**src/rtl/jtag_master.sv**
```systemverilog
// jtag_master: command-driven JTAG master.
// Each accepted command plays one TMS/TDI sequence on the TAP, starting and
// ending in Run-Test/Idle, and returns the TDO bits it captured.
// A TLR sequence runs automatically after every reset.
//
// Handshakes (valid/ready): a transfer happens on a rising clk edge where
// valid && ready. The producer holds valid and its payload stable until that
// edge. cmd_ready is high only in IDLE. rsp_valid, rsp_data and rsp_err stay
// stable in RSP until rsp_ready is seen.
module jtag_master #(
    parameter int CLK_DIV = 2
) (
    input  logic        clk,
    input  logic        rst,
    input  logic        cmd_valid,
    output logic        cmd_ready,
    input  logic [1:0]  cmd_type,
    input  logic [5:0]  cmd_len,
    input  logic [31:0] cmd_data,
    output logic        rsp_valid,
    input  logic        rsp_ready,
    output logic [31:0] rsp_data,
    output logic        rsp_err,
    output logic        tck_o,
    output logic        tms_o,
    output logic        tdi_o,
    input  logic        tdo_i,
    output logic [1:0]  dbg_state_o
);

    typedef enum logic [1:0] {
        ST_INIT = 2'd0,
        ST_IDLE = 2'd1,
        ST_SEQ  = 2'd2,
        ST_RSP  = 2'd3
    } state_t;

    localparam logic [1:0] CMD_TLR = 2'd0;
    localparam logic [1:0] CMD_IR  = 2'd1;
    localparam logic [1:0] CMD_RSV = 2'd3;
    localparam logic [7:0] DIV_LAST = 8'(CLK_DIV - 1);

    state_t      state_q;
    logic        prime_q;     // load the edge-0 TMS/TDI before the first rise
    logic [1:0]  type_q;
    logic [5:0]  len_q;
    logic [31:0] data_q;      // TDI bits still to shift, LSB next
    logic [5:0]  e_q;         // index of the current/next TCK rising edge
    logic [7:0]  div_q;
    logic        tck_q;
    logic        tms_q;
    logic        tdi_q;
    logic        cmd_ready_q;
    logic        rsp_valid_q;
    logic        rsp_err_q;
    logic [31:0] rsp_q;       // captured TDO, filled from the MSB end

    logic [5:0]  e_nx;
    logic [5:0]  pre_len;
    logic [5:0]  shift_end;
    logic [5:0]  n_total;
    logic [5:0]  rsp_align;
    logic        is_scan;
    logic        tms_nx;
    logic        shift_nx;
    logic        samp_en;
    logic        div_hit;
    logic        cmd_bad;

    // Per-edge TMS/TDI selection derived from the latched command.
    always_comb begin
        e_nx      = prime_q ? 6'd0 : (e_q + 6'd1);
        pre_len   = (type_q == CMD_IR) ? 6'd4 : 6'd3;
        shift_end = pre_len + len_q;
        is_scan   = (type_q != CMD_TLR);
        n_total   = is_scan ? (shift_end + 6'd2) : 6'd6;
        rsp_align = 6'd32 - len_q;
        div_hit   = (div_q == DIV_LAST);
        tms_nx    = 1'b0;
        if (!is_scan) begin
            tms_nx = (e_nx < 6'd5);
        end else if (e_nx < pre_len) begin
            tms_nx = (e_nx < (pre_len - 6'd2));
        end else if (e_nx < (shift_end - 6'd1)) begin
            tms_nx = 1'b0;
        end else if (e_nx <= shift_end) begin
            // last shift edge (to Exit1) and Exit1 -> Update
            tms_nx = 1'b1;
        end
        shift_nx = is_scan && (e_nx >= pre_len) && (e_nx < shift_end);
        // TDO lags one TCK, so shift bit k is read on edge pre_len+k+1
        samp_en  = is_scan && (e_q > pre_len) && (e_q <= shift_end);
        cmd_bad  = (cmd_len == 6'd0) || (cmd_len > 6'd32) || (cmd_type == CMD_RSV);
    end

    // Controller FSM, TCK divider, shift registers and registered outputs.
    always_ff @(posedge clk) begin
        if (rst) begin
            state_q     <= ST_INIT;
            prime_q     <= 1'b1;
            type_q      <= CMD_TLR;
            len_q       <= 6'd0;
            data_q      <= 32'd0;
            e_q         <= 6'd0;
            div_q       <= 8'd0;
            tck_q       <= 1'b0;
            tms_q       <= 1'b0;
            tdi_q       <= 1'b0;
            cmd_ready_q <= 1'b0;
            rsp_valid_q <= 1'b0;
            rsp_err_q   <= 1'b0;
            rsp_q       <= 32'd0;
        end else begin
            case (state_q)
                ST_IDLE: begin
                    if (cmd_valid && cmd_ready_q) begin
                        cmd_ready_q <= 1'b0;
                        type_q      <= cmd_type;
                        len_q       <= cmd_len;
                        data_q      <= cmd_data;
                        rsp_q       <= 32'd0;
                        if (cmd_bad) begin
                            state_q     <= ST_RSP;
                            rsp_valid_q <= 1'b1;
                            rsp_err_q   <= 1'b1;
                        end else begin
                            state_q <= ST_SEQ;
                            prime_q <= 1'b1;
                        end
                    end
                end
                ST_INIT, ST_SEQ: begin
                    if (!prime_q && !tck_q && (e_q == n_total)) begin
                        // sequence complete, TCK back low
                        if (state_q == ST_INIT) begin
                            state_q     <= ST_IDLE;
                            cmd_ready_q <= 1'b1;
                        end else begin
                            state_q     <= ST_RSP;
                            rsp_valid_q <= 1'b1;
                            rsp_err_q   <= 1'b0;
                            rsp_q       <= rsp_q >> rsp_align;
                        end
                    end else begin
                        // TMS/TDI move only before the first rise or on a fall
                        if (prime_q || (div_hit && tck_q)) begin
                            e_q   <= e_nx;
                            tms_q <= tms_nx;
                            if (shift_nx) begin
                                tdi_q  <= data_q[0];
                                data_q <= data_q >> 1;
                            end else begin
                                tdi_q <= 1'b0;
                            end
                        end
                        if (prime_q) begin
                            prime_q <= 1'b0;
                            div_q   <= 8'd0;
                        end else if (div_hit) begin
                            div_q <= 8'd0;
                            tck_q <= ~tck_q;
                            if (!tck_q && samp_en) begin
                                rsp_q <= {tdo_i, rsp_q[31:1]};
                            end
                        end else begin
                            div_q <= div_q + 8'd1;
                        end
                    end
                end
                ST_RSP: begin
                    if (rsp_ready) begin
                        state_q     <= ST_IDLE;
                        rsp_valid_q <= 1'b0;
                        rsp_err_q   <= 1'b0;
                        cmd_ready_q <= 1'b1;
                    end
                end
                default: begin
                    state_q <= ST_INIT;
                    prime_q <= 1'b1;
                end
            endcase
        end
    end

    assign cmd_ready   = cmd_ready_q;
    assign rsp_valid   = rsp_valid_q;
    assign rsp_data    = rsp_q;
    assign rsp_err     = rsp_err_q;
    assign tck_o       = tck_q;
    assign tms_o       = tms_q;
    assign tdi_o       = tdi_q;
    assign dbg_state_o = state_q;

endmodule

```
**config.mk**
```make
export PLATFORM = sky130hd
export DESIGN_NAME = jtag_master
export DESIGN_NICKNAME = d
export VERILOG_FILES = /design/src/rtl/jtag_master.sv
export SDC_FILE = /design/constraint.sdc
export NUM_CORES = 1
export LEC_CHECK = 0
export CORE_MARGIN = 2
export CORE_UTILIZATION = 50
export CTS_CLUSTER_SIZE = 24
export DETAILED_ROUTE_END_ITERATION = 7
export GPL_TIMING_DRIVEN = 0
export MAX_ROUTING_LAYER = met4
export PLACE_DENSITY_LB_ADDON = 0.3
export SYNTH_ARGS = -nofsm -noshare
export SYNTH_HDL_FRONTEND = slang
export SYNTH_SLANG_ARGS = --single-unit
```
**constraint.sdc**
```tcl
create_clock -name clk -period 4.1 [get_ports clk]
set_clock_uncertainty 0.15 [all_clocks]
set_input_delay 0.41 -clock clk [delete_from_list [all_inputs] [get_ports clk]]
set_output_delay 0.41 -clock clk [all_outputs]
set_load 0.01 [all_outputs]
```
==> flow_summary.yaml <==
routing:
  wl_met3_microns: 2372
  wl_met1_microns: 12000
  wl_met2_microns: 12510
  routed_wl_microns: 27550
  dr.pass1.iters: 5
  drt_iter0_drc: 872
  num_vias: 8501
  wire_per_inst_microns: 20.95
  maxUsedRoutingLayer: "met4"
  drtAntennaViolNets: 0
  drc: 0
  vias_per_cell: 6.465
clock_network:
  cts_buffer_depth: 2
  cts_root_buf: "clkbuf_16"
  insertion_delay_ns: 0.36
  htree_levels: 3
  cts_sinks: 95
  cts_made_buffers: 9
  clk_pin_slew_ns: 0.07
  tritoncts: "yes"
min_path:
  hp-start: "tdi_o$_SDFFE_PP0P_"
  whs_endpoint: "tdi_o$_SDFFE_PP0P_"
  whs_path_depth: 2
  hold_class: "register to register"
yosys:
  async_reset_ff_share_pct: 0
  syn_area_sq_mm: 0.008119
  synth_fp_nets: 1054
  synthTopCellsByCount: "nand2_1, dfxtp_1, a21oi_1, clkbuf_1, mux2i_1"
  ys_types: 81
  synthMostInstantiatedCell: "nand2_1"
  synthCells: 976
  ys.flop_type: "dfxtp_1"
  ys_seq_area_share_pct: 23.42
  ys_warn_count: 0
  ys_seq_elements: 95
  yosys.area.top_type_share_pct: 23.42
  yosysTopAreaCell: "dfxtp_1"
  syn_area_per_cell_sq_um: 8.319
  synth_edf_count: 0
  synth_area_leaders: "dfxtp_1, mux2i_1, mux4_2"
sta:
  timing.hold.ws_ns: 0.3277
  finalSetupViolCount: 22
  clock.fmax_ghz: 0.2393
  hold_viol: 0
  slew_viol_final: 0
  rsz0062_at_grt: "yes"
  tightest_slew_ns: 1.019
  fin_ws_ns: -0.07799
  min_period_ns: 4.178
  fin_crit_sh_pct: 101.9
  relSlewSlack_pct: 31.55
place:
  place_inst: 1275
  place_congestion: 1.008
  dp_slack_ns: -1.062
  port_buffers: 83
  hpwl_microns: 19870
worst_setup_path:
  timing.rr.end: "rsp_data[30]$_SDFFE_PP0P_"
  crit_path_start_kind: "register"
  crit_arrival_ns: 4.27
  worst_ep_required_time_ns: 4.19
  r2r_cells: 20
  worst_setup_path_end_kind: "register"
  r2r_setup_slack_ns: -0.08
  worstSetupPathType: "register to register"
  worstSetupStartpoint: "type_q[1]$_SDFFE_PP0P_"
  worstReg2RegStart: "type_q[1]$_SDFFE_PP0P_"
  crit_path_max_fanout: 5
floorplanning:
  core_sq_mm: 0.01589
  ios: 85
  die_area_sq_mm: 0.01727
  die_h_microns: 131.4
  initial_core_util_pct: 51.11
  die_w_microns: 131.4
  rows: 46
layout:
  fillers: 1388
  num_antenna_cells: 0
  fin_nets: 1172
  final_layout_size_suffix_gt1_share_pct: 16.20
  area_growth_pct: 24.18
  finalNonFillerCells: 1315
power_and_ir_drop:
  p_per_area_mw_per_mm2: 193.6
  ir_drop_uv: 193.8
  leakagePower_nw: 3.592
global_routing:
  grt_max_degree: 17
  grt_util_all_layers_pct: 31.66
  grt_pass1_vias: 7817
  antenna_found_initial: 0
  grt_pass1_wl_microns: 43030
  gr-total-overflow: 0
outcome:
  violations: "negative setup slack"
  status: "complete, but fails checks"
job:
  cap_violations: 0
[registers in the layout (all words and copies together), names as in the netlist]
register and count:
div_q 8, tdi_o 1, rsp_data 32, e_q 6
tms_o 1, len_q 6, data_q 32, type_q 2
prime_q 1, cmd_ready 1, tck_o 1, dbg_state_o 2
rsp_err 1, rsp_valid 1
[report_power, final]
part	internal (mW)	switching (mW)	leakage (nW)
registers	0.924	0.00579	0.768
logic	0.0630	0.0701	2.69
clock network	0.477	0.411	0.135
[timing repair]
item / in CTS / in global routing
resized for setup: 35 / 49
hold buffers: 0 / 0
setup buffers: 16 / 9
endpoints found under the setup margin: 87 / 80
cloned: 2 / 0
pin swaps: 9 / 13
[routing by layer]
layer	GRT usage (%)	up-vias
li1	-	3910
met3	5.748	55
met2	47.67	447
met4	10.39	0
met5	-	-
met1	43.06	4089
[cells by family (layout without fill, tap and decap cells)]
logic type	after synthesis	after routing	share of synthesized area (%)
flops	95	95	23.42
simple gates	311	311	19.39
xor+xnor	26	26	3.159
buf+inv	110	233	5.532
compound gates	285	285	25.58
mux	115	115	17.71
fa+ha+maj	34	34	5.209
[how the worst max path moves through the flow]
stage | end | slack, ns | depth (start not counted)
2_1_floorplan | rsp_data[29]$_SDFFE_PP0P_ | 0.007 | 18
3_3_place_gp | rsp_data[2]$_SDFFE_PP0P_ | -1.10 | 15
3_5_place_dp | rsp_data[9]$_SDFFE_PP0P_ | -1.06 | 13
4_1_cts | rsp_data[19]$_SDFFE_PP0P_ | -0.004 | 20
5_1_grt | rsp_data[30]$_SDFFE_PP0P_ | -0.22 | 20
6_report | rsp_data[30]$_SDFFE_PP0P_ | -0.08 | 20
[critical path, stage by stage, from the launching register on]
cell and delay, ns:
dfxtp_4 0.35, nand2b_4 0.15, clkinv_8 0.06, xnor2_2 0.14, ha_2 0.20, and3b_2 0.22
a21oi_4 0.17, xnor2_4 0.16, inv_2 0.09, ha_4 0.18, or3_1 0.34, a22oi_1 0.16
nor2_1 0.09, xor2_1 0.20, nand4_1 0.15, buf_6 0.17, o221a_4 0.27, o21ai_4 0.23
buf_4 0.15, buf_6 0.12, mux2_1 0.32
[through the flow]
step / total power, mW / util (%) / instance area (sq um) / setup TNS [ns]
after global routing: 2.002 / 63.47 / 10080 / -6.058
after detailed placement: 1.081 / 58.54 / 9299 / -59.31
after floorplan: 1.006 / - / 8198 / 0
final: 1.952 / 63.47 / 10080 / -0.9277
after CTS: 1.948 / 62.41 / 9913 / -0.01355
after global placement: 1.080 / 58.54 / 9299 / -57.32
[cell type report]
class	count	area [sq um]	share of cell area, %
multi-input cells	771	6048	59.99
repair buffers	108	1050	10.41
inverters	20	87.58	0.8687
plain buffers	89	417.9	4.145
clock buffers	10	229.0	2.271
clock inverters	6	70.07	0.6950
flip-flops and latches	95	1909	18.94
well taps	216	270.3	2.681
[cell usage in the layout, fill, tap and decap left out, drive strengths merged, types with 8 or more instances in the layout]
cell type	n
a211oi	16
a21boi	9
a21oi	74
buf	44
clkbuf	80
clkdlybuf4s50	83
dfxtp	95
ha	33
inv	19
mux2	29
mux2i	66
mux4	20
nand2	103
nand3	24
nand4	25
nor2	56
nor2b	30
nor3	14
o2111ai	29
o211ai	55
o21a	8
o21ai	48
xnor2	15
xor2	10
(Power assumes the default switching activity.)
